--- config.mk ---
export PLATFORM = sky130hd
export DESIGN_NAME = writeback_stage_n
export DESIGN_NICKNAME = d
export VERILOG_FILES = /design/src/rtl/writeback_stage_n.sv
export SDC_FILE = /design/constraint.sdc
export NUM_CORES = 1
export LEC_CHECK = 0
export CAP_MARGIN = 5
export CORE_AREA = 5 5 186 188
export DETAILED_ROUTE_END_ITERATION = 10
export DIE_AREA = 0 0 191 193
export SKIP_LAST_GASP = 1
export SYNTH_ARGS = -nofsm -noshare
export SYNTH_HDL_FRONTEND = slang
export SYNTH_SLANG_ARGS = --single-unit
export TNS_END_PERCENT = 1
--- constraint.sdc ---
create_clock -name clk -period 8.59 [get_ports clk]
set_clock_uncertainty 0.15 [all_clocks]
set_input_delay 1.718 -clock clk [delete_from_list [all_inputs] [get_ports clk]]
set_output_delay 1.718 -clock clk [all_outputs]
set_load 0.02 [all_outputs]
--- src/rtl/writeback_stage_n.sv ---
// writeback_stage_n
// Writeback stage between the memory stage and the register file / commit port.
// Captures up to LANES results per cycle into a single holding register, holds
// them until the commit side accepts (valid/ready), drives regfile write enables
// with x0 and same-bundle WAW suppression, and counts retired instructions.
//
// Ports
//   clk, resetn     clock; synchronous active-low reset
//   in_valid        per-lane valid from the memory stage
//   in_regwrite     per-lane "writes rd"
//   in_dst, in_data per-lane rd / writedata (lane l at [l*W +: W])
//   in_ready        stage can accept a bundle this cycle
//   flush           discard the incoming bundle this cycle
//   commit_ready    commit side accepts the held bundle
//   out_valid/dst/data  held bundle (commit view and forwarding source)
//   wb_en/addr/data     regfile write port per lane
//   instret         retired-instruction count (wraps)
module writeback_stage_n #(
    parameter int LANES = 2,
    parameter int XLEN  = 64,
    parameter int REGW  = 5,
    parameter int CNTW  = 64
) (
    input  logic                    clk,
    input  logic                    resetn,
    input  logic [LANES-1:0]        in_valid,
    input  logic [LANES-1:0]        in_regwrite,
    input  logic [LANES*REGW-1:0]   in_dst,
    input  logic [LANES*XLEN-1:0]   in_data,
    output logic                    in_ready,
    input  logic                    flush,
    input  logic                    commit_ready,
    output logic [LANES-1:0]        out_valid,
    output logic [LANES*REGW-1:0]   out_dst,
    output logic [LANES*XLEN-1:0]   out_data,
    output logic [LANES-1:0]        wb_en,
    output logic [LANES*REGW-1:0]   wb_addr,
    output logic [LANES*XLEN-1:0]   wb_data,
    output logic [CNTW-1:0]         instret
);

    logic [LANES-1:0]      heldValid;
    logic [LANES-1:0]      heldRegWrite;
    logic [LANES*REGW-1:0] heldDst;
    logic [LANES*XLEN-1:0] heldData;
    logic [CNTW-1:0]       instretCnt;

    logic            held;
    logic            fire;
    logic            load;
    logic [CNTW-1:0] laneCount;

    assign held     = |heldValid;
    assign fire     = held & commit_ready;
    // Ready while draining lets a new bundle replace the firing one with no bubble.
    assign in_ready = !held | commit_ready;
    assign load     = in_ready & (|in_valid) & !flush;

    // Number of valid lanes in the held bundle, including non-writing ones.
    always_comb begin
        laneCount = '0;
        for (int l = 0; l < LANES; l++) begin
            laneCount = laneCount + CNTW'(heldValid[l]);
        end
    end

    always_ff @(posedge clk) begin
        if (!resetn) begin
            heldValid    <= '0;
            heldRegWrite <= '0;
            heldDst      <= '0;
            heldData     <= '0;
            instretCnt   <= '0;
        end else begin
            if (load) begin
                heldValid    <= in_valid;
                heldRegWrite <= in_regwrite;
                heldDst      <= in_dst;
                heldData     <= in_data;
            end else if (fire) begin
                // Only validity needs clearing; stale dst/data are masked by it.
                heldValid    <= '0;
            end
            if (fire) begin
                instretCnt <= instretCnt + laneCount;
            end
        end
    end

    // Per-lane write enable. A lane is shadowed when a younger valid writing lane
    // in the same bundle targets the same register, so only the youngest write lands.
    for (genvar gi = 0; gi < LANES; gi++) begin : genLane
        logic shadowed;

        always_comb begin
            shadowed = 1'b0;
            for (int m = gi + 1; m < LANES; m++) begin
                if (heldValid[m] && heldRegWrite[m] &&
                    (heldDst[m*REGW +: REGW] == heldDst[gi*REGW +: REGW])) begin
                    shadowed = 1'b1;
                end
            end
        end

        assign wb_en[gi] = fire & heldValid[gi] & heldRegWrite[gi] &
                           (heldDst[gi*REGW +: REGW] != '0) & !shadowed;
    end

    assign out_valid = heldValid;
    assign out_dst   = heldDst;
    assign out_data  = heldData;
    assign wb_addr   = heldDst;
    assign wb_data   = heldData;
    assign instret   = instretCnt;

endmodule

==> results of run 1 <==
[layout by cell type (no fill, tap or decap), drive strengths merged, types with 20 or more instances in the layout]
cell	netlist	layout
xor2	22	22
nor2	48	48
dfxtp	206	206
a21oi	172	172
clkdlybuf4s50	0	490
nand2	306	306
nand3	25	25
or3	20	20
nand4	31	31
clkbuf	53	36
[how the worst max path moves through the flow]
stage / startpoint / to / slack (ps) / cells past startpoint
2_1_floorplan: commit_ready / wb_en[0] / 4490 / 2
3_3_place_gp: commit_ready / wb_en[0] / 3350 / 4
3_5_place_dp: commit_ready / wb_en[0] / 3340 / 4
4_1_cts: commit_ready / wb_en[0] / 3330 / 4
5_1_grt: commit_ready / in_ready / 3260 / 4
6_report: commit_ready / wb_en[0] / 3350 / 4
[layout make-up]
class                      count  area share [%]
clock inverter                 3           0.106
timing repair buffer         496            35.0
clock buffer                  36            5.07
multi-input combinational    741            26.3
inverter                      15           0.434
sequential                   206            29.2
tap                          448            3.96
[kinds of logic after synthesis]
| kind of cell | count (synthesis) |
|---|---|
| xor+xnor | 38 |
| flops | 206 |
| simple gates | 493 |
| fa+ha+maj | 2 |
| buf+inv | 210 |
| compound gates | 208 |
[worst reg2reg max path: cells and delay by family, from the launching register on]
| family | cells | cell delay (ps) |
|---|---|---|
| compound gates | 1 | 140 |
| fa+ha+maj | 2 | 640 |
| buf+inv | 2 | 200 |
| flops | 1 | 460 |
| simple gates | 4 | 1780 |
[flip-flops by register name, summed over array words and instances, names as in the netlist]
signal,count
instret,64
out_dst,10
out_valid,2
out_data,128
heldRegWrite,2
[per-stage QoR]
step	util, %	setup slack [ps]	cell area (um^2)	total power (W)	hold slack (ps)
floorplan	-	4490	9130	0.00128	287
global placement	40.7	3350	13400	0.00149	305
detailed placement	40.7	3340	13400	0.00150	310
CTS	42.9	3330	14100	0.00248	318
global route	42.9	3260	14100	0.00254	338
finish	42.9	3350	14100	0.00243	317
[routing by layer]
layer	wire (um)	GRT usage, %	share of wire, %	vias up
met3	2790	4.61	7.9	39
met2	17200	29.9	49	299
met5	13	0	0.037	-
met1	14700	22.3	42	4077
li1	-	-	-	4375
met4	663	3.70	1.9	2
[power groups by stage]
stage	Sequential, W	Combinational (W)	Clock (W)
detailed placement	0.00106	0.000439	0
global placement	0.00106	0.000436	0
floorplan	0.00109	0.000190	0
finish	0.00104	0.000435	0.000963
global route	0.00104	0.000461	0.00104
CTS	0.00104	0.000440	0.00100
==> results.md, run 1 <==
- Main combinational cell family by area after synthesis: simple AND/OR/NAND/NOR gates
- Register area: 0.00412 mm^2
- Final cell count without fillers: 1945
- Cells after DPL: 1906
- Status: finished clean
- Leading area contributor after synthesis: dfxtp_1
- Vias in the first global route: 8471
- Peak Freq: 191 MHz
- Crit path top cell by count: clkdlybuf4s50_1
- Initial DRT Pass Iterations: 5
- Drt via density: 4.52
- DP Wirelength: 26200 um
- Longest Clk Path Bufs: 3
- Synth Warn #: 0
- Critical path arrival: 3370 ps
- R2R Setup Slk: 5130 ps
- Peak per-stage delay on the critical path: 660 ps
- Syn Nets: 1305
- Worst Hold Class: flip-flop to flip-flop
- Multi-input logic area: 0.00371 mm^2
- First-pass GRT wire length: 51100 um
- Final Slew Violations: 0
- Port buffer count: 490
- Multiplexer area fraction after synthesis: 0%
- Worst r2r path cells: 9
- Worst path bufs/invs: 2
- Synthesized area: 0.00913 mm^2
- Post-Synth XOR/XNOR Area: 3.64%
- CTS tree: built
- Row Count: 67
- Worst EP required: 6720 ps
- FILL cells: 3377
- Initial core utilization: 27.7%
- HP Start: out_data[100]$_SDFFE_PN0P_
- Crit Reg-Reg Endpoint: instret[62]$_SDFFE_PN0N_
- Hold violation count in the final report: 0
- Largest net degree at the start of global routing: 116
- Post-layout min period: 5240 ps
- CORE AREA: 0.0329 mm^2
- Synthesized area per cell: 7.89 um^2
- CTS buffer count: 24
- Count of flip-flops with a built-in enable after synthesis: 0
- Root buffer cell: clkbuf_16
- Seq/Total Area, Yosys: 45.2%
- Tcrit/Tclk final: 61.0%
- Skew-Pair Late Insertion Delay: 510 ps
- RSZ-0062 raised after global routing: false
- Hold buffer count at cts: 0
- Simple-Gate Fraction of Synth Area: 24.6%
- Top Family by Delay on Critical Path: buffers and inverters
- Fraction of registers with async set/reset: 0%
- Initial antenna violation count: 1
- Synth area leaders: dfxtp_1, nand2_1, buf_4
- GR Overflow Total: 0
- Final WL: 35400 um
- Cell-internal power: 0.00178 W
- P&R area growth vs syn: 54.8%
- Initial drt markers: 432
- Routability congestion estimate from global placement: 0.856
- Routed Antenna Nets: 0
- Flop pwr share: 42.6%
- Pleak: 4.82 nW
- Ports: 491
- Count of different cell masters after synthesis: 44
- Synthesized-area fraction occupied by adder cells: 0.356%
- Post-synth top cells: nand2_1, dfxtp_1, a21oi_1, buf_4, clkbuf_1
- Combinational Power Share: 17.9%
- Layout cells sized above 1: 3.54%
- Peak supply drop: 0.133 mV
- Mean routed wirelength per cell: 18.2 um
- Power density over the cells: 172 mW/mm^2
- Synthesized instance count: 1157
- Nets@finish: 1632
- Crit end category: output port
- Max cap viols: 0
- Crit path cell chain: clkdlybuf4s50_1 > o2111ai_1 > a41oi_1 > clkdlybuf4s50_1
- WHS Endpoint: out_data[100]$_SDFFE_PN0P_
- Ys flop type: dfxtp_1
- Compound-gate portion of the synthesized area: 11.9%
- Crit Path Class: primary input to output port
- Reg2reg start: out_valid[0]$_SDFFE_PN0P_
- P_sw: 0.000659 W
- DIE AREA: 0.0369 mm^2
- Clk pwr share: 39.6%
- Number of setup buffers added after CTS: 0
- DRC violations left: 0
- Worst Hold Path Cells: 2
- Reg clk slew, reported paths: 60 ps
- Tot GR Track Use: 17.5%
- Slew @ Worst Pin: 993 ps
- Startpoint Class: primary input
- Switch share: 27.1%
- Vias: 8792
- Slew HR: 33.8%
- Die width: 191 um
- CTS HTree Levels: 1
- Most common cell in the netlist: nand2_1
- Clk sink count: 206
- # setup viols final: 0
- CP Max Fanout: 7
- TNS Setup: 0 ps
- Antenna Cells: 0
- Top-area cell type share of the netlist area: 45.2%
- Post-CTS sizing: 0
- Die extent in y: 193 um
- Slowest-stage cell, CP: clkdlybuf4s50_1
- Synth Register Bits: 206
No activity file was read; power rests on OpenSTA's default activity.
==> inputs of run 2 (changes only) <==
- CORE_AREA: 5 5 186 188 -> 5 5 187 189
- DIE_AREA: 0 0 191 193 -> 0 0 192 194
- clock period: 8.59 -> 4.99 ns (I/O delays scaled with it)
==> results.md, run 2 (synthesized netlist as in run 1, its figures left out) <==
- Power density over the cells: 304 mW/mm^2 (+76%)
- Pleak: 4.87 nW (+0.95%)
- Max reg flops: 128 (unchanged)
- Hold violation count in the final report: 0 (unchanged)
- DP Wirelength: 27000 um (+3.2%)
- CTS tree: built
- Hold buffer count at cts: 0 (unchanged)
- Initial drt markers: 511 (+18%)
- GR Overflow Total: 0 (unchanged)
- Initial core utilization: 27.6% (-0.14 points)
- Drt via density: 4.59 (+1.5%)
- Mean routed wirelength per cell: 18.5 um (+1.5%)
- Combinational Power Share: 17.4% (-0.5 points)
- Worst EP required: 3840 ps (-2880 ps)
- Initial DRT Pass Iterations: 5 (unchanged)
- Commonest non-fill, non-tap cell in the layout: clkdlybuf4s50_1
- Port buffer count: 490 (unchanged)
- CORE AREA: 0.0331 mm^2 (+0.51%)
- Startpoint Class: primary input
- TNS Setup: 0 ps (unchanged)
- Status: finished clean
- Tot GR Track Use: 17.9% (+0.41 points)
- CTS buffer count: 25 (+4.2%)
- Crit end category: output port
- Antenna Cells: 0 (unchanged)
- Most frequent cells in the layout: clkdlybuf4s50_1, nand2_1, dfxtp_1
- First-pass GRT wire length: 53200 um (+4.0%)
- CTS HTree Levels: 1 (unchanged)
- Crit Path Class: primary input to output port
- Peak per-stage delay on the critical path: 650 ps (about the same)
- RSZ-0062 raised after global routing: false
- Critical path arrival: 2640 ps (-730 ps)
- Layout cells sized above 1: 4.00% (+0.46 points)
- Die width: 192 um (+0.52%)
- Row Count: 67 (unchanged)
- P&R area growth vs syn: 56.2%
- Switch share: 26.9% (-0.18 points)
- Cell-internal power: 0.00317 W (+79%)
- Routability congestion estimate from global placement: 0.819 (-4.3%)
- Vias in the first global route: 8493 (+0.26%)
- Peak Freq: 264 MHz
- Largest net degree at the start of global routing: 98 (-16%)
- Post-CTS sizing: 0 (unchanged)
- Initial antenna violation count: 1 (unchanged)
- Slew @ Worst Pin: 1060 ps (+64.5 ps)
- Max cap viols: 0 (unchanged)
- Top Family by Delay on Critical Path: buffers and inverters
- Root buffer cell: clkbuf_16
- Die extent in y: 194 um (+0.52%)
- Reg clk slew, reported paths: 50 ps (about the same)
- Crit path cell chain: clkdlybuf4s50_1 > o2111ai_1 > a41oi_1 > clkdlybuf4s50_1
- CP Max Fanout: 7 (unchanged)
- Fin util: 43.1% (+0.16 points)
- DRC violations left: 0 (unchanged)
- Worst Hold Class: flip-flop to flip-flop
- # setup viols final: 0 (unchanged)
- Vias: 8938 (+1.7%)
- Nets@finish: 1635 (+0.18%)
- Ports: 491 (unchanged)
- Slowest-stage cell, CP: clkdlybuf4s50_1
- Final WL: 36000 um (+1.7%)
- Clk pwr share: 41.4% (+1.8 points)
- Final Slew Violations: 0 (unchanged)
- Post-layout min period: 3780 ps
- Number of setup buffers added after CTS: 0 (unchanged)
- Skew-Pair Late Insertion Delay: 510 ps (about the same)
- Clk sink count: 206 (unchanged)
- Tcrit/Tclk final: 75.8%
- Crit path top cell by count: clkdlybuf4s50_1
- Flop pwr share: 41.1% (-1.5 points)
- Routed Antenna Nets: 0 (unchanged)
- DIE AREA: 0.0372 mm^2 (+1.0%)
- Peak supply drop: 0.271 mV (+100%)
- FILL cells: 3292 (-2.5%)
- Slew HR: 28.9% (-5.0 points)
- P_sw: 0.00117 W (+77%)
- Worst path bufs/invs: 2 (unchanged)
- Longest Clk Path Bufs: 3 (unchanged)
-- run 2: changes by cell type in the layout (fill, tap and decap cells not counted) --
| cell | previous run | this run |
|---|---|---|
| buf_4 | 6 | 5 |
| buf_12 | 0 | 3 |
| bufinv_16 | 0 | 2 |
| clkbuf_1 | 6 | 3 |
| clkinv_2 | 3 | 2 |
| clkinvlp_4 | 0 | 4 |
-- run 2: path summary, 6_finish.rpt --
| path | endpoint | startpoint | depth (start not counted) | slack [ps] |
|---|---|---|---|---|
| max | wb_en[0] | commit_ready | 4 | 1210 |
| min | out_data[98]$_SDFFE_PN0P_ | out_data[98]$_SDFFE_PN0P_ | 2 | 320 |
| max reg2reg | instret[56]$_SDFFE_PN0N_ | out_valid[1]$_SDFFE_PN0P_ | 9 | 1560 |
| min reg2reg | out_data[98]$_SDFFE_PN0P_ | out_data[98]$_SDFFE_PN0P_ | 2 | 320 |
-- run 2: cell type report --
| type | instances | area, um^2 | share of cell area (%) |
|---|---|---|---|
| Clock buffer | 33 | 706 | 4.95 |
| Clock inverter | 8 | 100 | 0.702 |
| Inverter | 15 | 61.3 | 0.430 |
| Multi-Input combinational cell | 741 | 3710 | 26.0 |
| Sequential cell | 206 | 4120 | 28.9 |
| Tap cell | 448 | 561 | 3.93 |
| Timing Repair Buffer | 498 | 5000 | 35.1 |
-- run 2: routing by layer --
layer | up-vias | track usage [%] | part of all wire [%]
li1 | 4400 | - | -
met2 | 323 | 30.5 | 49
met4 | 2 | 4.36 | 2.6
met3 | 47 | 4.45 | 7.6
met5 | - | 0 | 0.036
met1 | 4166 | 22.6 | 41
-- run 2: metrics by stage --
| stage | cell area [um^2] | worst slack (ps) | cells | power (W) | hold slack (ps) |
|---|---|---|---|---|---|
| finish | 14300 | 1210 | 1949 | 0.00433 | 319 |
| global route | 14300 | 1090 | 1949 | 0.00451 | 335 |
| CTS | 14300 | 1180 | 1949 | 0.00440 | 321 |
| detailed placement | 13500 | 1130 | 1908 | 0.00258 | 312 |
| global placement | 13500 | 1190 | 1908 | 0.00258 | 305 |
| floorplan | 9130 | 2020 | 1157 | 0.00221 | 287 |
-- run 2: power groups by stage --
stage	logic (W)	clock network (W)	registers, W
after floorplan	0.000328	0	0.00188
after global placement	0.000758	0	0.00182
after detailed placement	0.000763	0	0.00182
after CTS	0.000765	0.00185	0.00178
after global routing	0.000803	0.00192	0.00179
final	0.000756	0.00179	0.00178
-- run 2: worst min-delay path, cell delays in order, from the launching register on --
cell and delay, ps:
dfxtp_1 320, nand2_1 50, a21oi_1 50
==> inputs of run 3 (changes only) <==
- clock period: 4.99 -> 3.6 ns (I/O delays scaled with it)
==> results.md, run 3 (synthesized netlist as in run 1, its figures left out) <==
- Power density over the cells: 412 mW/mm^2 (+36%)
- Tcrit/Tclk final: 89.8%
- FILL cells: 3289 (-0.091%)
- Initial core utilization: 27.6% (unchanged)
- DP Wirelength: 27000 um (-0.18%)
- Slew HR: 48.3% (+19 points)
- TNS Setup: 0 ps (unchanged)
- Mean routed wirelength per cell: 18.3 um (-0.78%)
- Max cap viols: 0 (unchanged)
- Register area: 0.00412 mm^2 (unchanged)
- Post-CTS sizing: 0 (unchanged)
- WHS Endpoint: out_data[12]$_SDFFE_PN0P_
- # setup viols final: 0 (unchanged)
- Row Count: 67 (unchanged)
- Die width: 192 um (unchanged)
- RSZ-0062 raised after global routing: false
- Worst Hold Class: flip-flop to flip-flop
- Crit Reg-Reg Endpoint: instret[55]$_SDFFE_PN0N_
- Critical path startpoint: commit_ready
- Vias in the first global route: 8664 (+2.0%)
- Crit Path Class: primary input to output port
- Hold buffer count at cts: 0 (unchanged)
- Status: finished clean
- Layout cells sized above 1: 4.17% (+0.17 points)
- DIE AREA: 0.0372 mm^2 (unchanged)
- Initial DRT Pass Iterations: 5 (unchanged)
- CTS HTree Levels: 1 (unchanged)
- Routed Antenna Nets: 0 (unchanged)
- Multi-input logic area: 0.00371 mm^2 (unchanged)
- GR Overflow Total: 0 (unchanged)
- HP Start: out_data[12]$_SDFFE_PN0P_
- CP Max Fanout: 7 (unchanged)
- Skew-Pair Late Insertion Delay: 510 ps (about the same)
- Number of setup buffers added after CTS: 0 (unchanged)
- Peak Freq: 309 MHz
- CTS tree: built
- Final WL: 35900 um (-0.22%)
- CORE AREA: 0.0331 mm^2 (unchanged)
- P&R area growth vs syn: 57.0%
- Final Slew Violations: 0 (unchanged)
- Initial antenna violation count: 2 (+1)
- Drt via density: 4.55 (-0.72%)
- Hold violation count in the final report: 0 (unchanged)
- Crit end category: output port
- Reg2reg start: out_valid[0]$_SDFFE_PN0P_
- CTS buffer count: 24 (-4.0%)
- Commonest non-fill, non-tap cell in the layout: clkdlybuf4s50_1
- Die extent in y: 194 um (unchanged)
- R2R Setup Slk: 570 ps (-990 ps)
- Clk sink count: 206 (unchanged)
- Tot GR Track Use: 17.9% (about the same)
- Largest net degree at the start of global routing: 99 (+1.0%)
- Vias: 8924 (-0.16%)
- Nets@finish: 1645 (+0.61%)
- First-pass GRT wire length: 53400 um (+0.32%)
- Pleak: 4.92 nW (+1.1%)
- Initial drt markers: 472 (-7.6%)
- Longest Clk Path Bufs: 3 (unchanged)
- Placed inst area: 0.0136 mm^2 (+0.89%)
- Pre-CTS setup slack: 338 ps (-797 ps)
- Port buffer count: 490 (unchanged)
- Ports: 491 (unchanged)
- Worst Hold Path Cells: 2 (unchanged)
- Design Area, Final: 0.0143 mm^2 (+0.51%)
- Total power draw: 0.00591 W (+36%)
- Worst r2r path cells: 7 (-2)
- Most frequent cells in the layout: clkdlybuf4s50_1, nand2_1, dfxtp_1
- DRC violations left: 0 (unchanged)
- Routability congestion estimate from global placement: 0.848 (+3.6%)
- Max reg flops: 128 (unchanged)
- Setup slack after layout: 368 ps (-837 ps)
- Root buffer cell: clkbuf_16
- Post-layout min period: 3230 ps
- Worst EP required: 2730 ps (-1110 ps)
- Startpoint Class: primary input
- Slew @ Worst Pin: 769 ps (-289 ps)
- Peak supply drop: 0.370 mV (+36%)
- Critical path arrival: 2360 ps (-280 ps)
- Reg clk slew, reported paths: 60 ps (about the same)
## run 3: area by class of cell
class	instances	share of cell area [%]
Timing Repair Buffer	509	35.7
Multi-Input combinational cell	741	25.9
Sequential cell	206	28.8
Clock inverter	3	0.454
Tap cell	448	3.91
Clock buffer	37	4.82
Antenna cell	1	0.0175
Inverter	15	0.428
## run 3: power by group
group	internal, W	leakage (nW)	switching [W]	total [W]
clock	0.00145	0.366	0.000931	0.00238
sequential	0.00238	1.68	0.0000915	0.00247
combinational	0.000520	2.88	0.000544	0.00106
total	0.00435	4.92	0.00157	0.00591
## run 3: how the worst max path moves through the flow
| stage | slack (ps) | cells past startpoint | end |
|---|---|---|---|
| floorplan | 630 | 10 | instret[58]$_SDFFE_PN0N_ |
| global placement | 340 | 4 | wb_en[0] |
| detailed placement | 340 | 7 | instret[54]$_SDFFE_PN0N_ |
| CTS | 350 | 4 | wb_en[0] |
| global route | 260 | 4 | wb_en[0] |
| finish | 370 | 4 | wb_en[0] |
## run 3: per-stage QoR
step,cells,hold slack (ps),util (%)
6_report,1960,316,43.3
5_1_grt,1960,341,43.3
4_1_cts,1959,320,43.3
3_5_place_dp,1919,311,41.0
3_3_place_gp,1919,304,41.0
2_1_floorplan,1157,287,-
## run 3: layer usage
layer	GRT usage, %	up-vias	part of all wire [%]	wire, um
met5	0	-	0.036	13
met4	4.57	2	2.6	944
met3	4.48	49	7.3	2620
met2	30.7	304	49	17500
met1	22.3	4152	41	14800
li1	-	4417	-	-
## run 3: worst max-delay path, cell delays in order
cell and delay [ps]:
clkdlybuf4s50_1 650, o2111ai_1 170, a41oi_1 170, clkdlybuf4s50_1 640
==> RTL change: new RTL, settings of run 3 <==
`XLEN`: 64 -> 60.
--- a/src/rtl/writeback_stage_n.sv
+++ b/src/rtl/writeback_stage_n.sv
@@ -17,7 +17,7 @@
 //   instret         retired-instruction count (wraps)
 module writeback_stage_n #(
     parameter int LANES = 2,
-    parameter int XLEN  = 64,
+    parameter int XLEN  = 60,
     parameter int REGW  = 5,
     parameter int CNTW  = 64
 ) (
Ports: changed (resized in_data, out_data and wb_data); port bits go from 491 to 467. The function was not compared with the original's and may differ.
==> RTL change against run 3 <==
  * Final area decreased by 4.1%
  * Combinational power down 4%
  * Global-route usage decreased by 0.25 points
  * Hold slack lost 1.5 ps
  * Highest routed layer unchanged
  * Synthesized area shrank 3.3%
  * Sequential power shrank 4%
  * Critical path depth up 1
  * Total power fell by 6.4%
  * Wire length is 3.2% lower
  * Sequential cell count is 8 lower
  * Via count shrank 2.7%
  * Setup slack worse by 24 ps
==> RTL change: results (changes against run 3) <==
Clock network
  • Total CTS buffers: 17 (-29%)
  • Clock Pin Slew Worst Setup and Hold Paths: 70 ps
  • H-tree depth: 4 (+3)
  • Number of gates resized after CTS: 0 (unchanged)
  • Max clock buf depth: 2 (-1)
  • Worst skew pair latency: 440 ps (-70 ps)

Pwr
  • Worst vdd ir: 0.329 mV (-11%)
  • LEAKAGE: 0.00470 uW (-4.6%)

Synth
  • Yosys cell types: 44 (unchanged)
  • XOR/XNOR share of the synthesized area: 3.47% (-0.17 points)
  • Synth top cells by count: nand2_1 (291), dfxtp_1 (198), a21oi_1 (168)
  • Register area share after synthesis: 44.9% (-0.26 points)
  • Synth Area in Compound Gates: 12.1% (+0.17 points)
  • Net Count, Synth: 1,262 (-3.3%)
  • Syn Area/Cell: 7.87 sq um (-0.31%)
  • Synth Area in Adders: 0.368% (+0.012 points)
  • Synth area leaders: dfxtp_1 (45%), nand2_1 (12%), buf_4 (11%)
  • Synth Flop Type: dfxtp_1

Worst setup path
  • Top delay family on crit path: buffers and inverters
  • CP peak stage delay: 550 ps (-100 ps)
  • Worst EP arrival: 2390 ps (+30 ps)
  • Slowest-stage cell, CP: clkdlybuf4s50_1
  • Crit Path Max Fanout: 6 (-1)
  • FF-to-FF Start: out_valid[0]

Route
  • Vias: 8,681 (-2.7%)
  • DR WL/cell: 18.3 um (about the same)
  • Number of DRC markers in iteration 0: 357 (-24%)
  • 1st-pass router iterations: 4 (-1)

Cells and area
  • # fillers: 3,291 (+0.061%)
  • Layout cells sized above 1: 4.90% (+0.73 points)
  • Non-filler cells in the finished layout: 1,898 (-3.2%)
  • Diode count: 0 (-1)
  • Max reg flops: 120 (-6.3%)
  • Nets@finish: 1,577 (-4.1%)

GRT
  • Vias in the first global route: 8,509 (-1.8%)
  • Gr usage total: 17.6% (-0.25 points)
  • First-pass GRT wire length: 51.2 mm (-4.0%)
  • Largest net degree at the start of global routing: 70 (-29%)
  • Initial antenna violation count: 3 (+1)

Min path
  • HP Start: heldRegWrite[0]

Place
  • Port Buf Inserts: 466 (-4.9%)
  • Setup WS pre-CTS: 334 ps (-3.93 ps)
  • HPWL after detailed placement: 26.3 mm (-2.5%)
  • Final GP Congestion: 0.823 (-3.0%)

Timing
  • Actual slew at the worst max-slew pin: 575 ps (-193 ps)

Run status
  • Outcome: complete, no violations
[RTL change: cell count changes after synthesis, sizes merged, moves of 4 or more]
cell / before / now
buf: 142 / 147
o21ai: 19 / 27
o31ai: 9 / 4
nand4: 31 / 35
nand2: 306 / 291
o21a: 4 / 0
a21oi: 172 / 168
dfxtp: 206 / 198
or3: 20 / 27
nor4: 19 / 14
or4: 11 / 5
clkbuf: 53 / 43
xnor2: 16 / 11
[RTL change: metal layers]
metal	global-route usage, %	wire, um
met4	5.12	672
met2	30.5	17100
met5	0	41
met1	20.5	13900
met3	6.27	3010
[RTL change: report_power, final]
group / switching, uW / internal [uW]
sequential: 88.6 / 2280
combinational: 519 / 497
clock: 891 / 1260
total: 1500 / 4040
[RTL change: kinds of logic (layout without fill, tap and decap cells)]
kind of cell,Yosys count,in the layout
AO/OA/AOI/OAI,205,205
XOR/XNOR,35,35
adder cells (fa/ha/maj),2,2
buffers and inverters,204,532
flip-flops,198,198
AND/OR/NAND/NOR,478,478
[RTL change: worst min-delay path: cells and delay by family (launching register included)]
family / cells / cell delay [ps]
AND/OR/NAND/NOR: 1 / 50
AO/OA/AOI/OAI: 1 / 50
flip-flops: 1 / 320
[RTL change: stage by stage]
stage / cell area [sq um] / hold WS [ps]
2_1_floorplan: 8830 / 287
3_3_place_gp: 13100 / 300
3_5_place_dp: 13100 / 309
4_1_cts: 13700 / 319
5_1_grt: 13700 / 344
6_report: 13700 / 315
[RTL change: worst paths after layout]
path,end,slack (ps),cells after the start
worst max-delay path,in_ready,340,5
worst min-delay path,heldRegWrite[0],310,2
worst max register to register,instret[58],900,10
worst min register to register,heldRegWrite[0],310,2
[RTL change: final cells by class]
type,count,area [sq um],share of cell area [%]
tap,448,561,4.08
multi-input combinational,720,3610,26.2
clock buffer,18,439,3.19
sequential,198,3960,28.8
clock inverter,14,220,1.60
timing repair buffer,486,4900,35.7
inverter,14,57.6,0.419
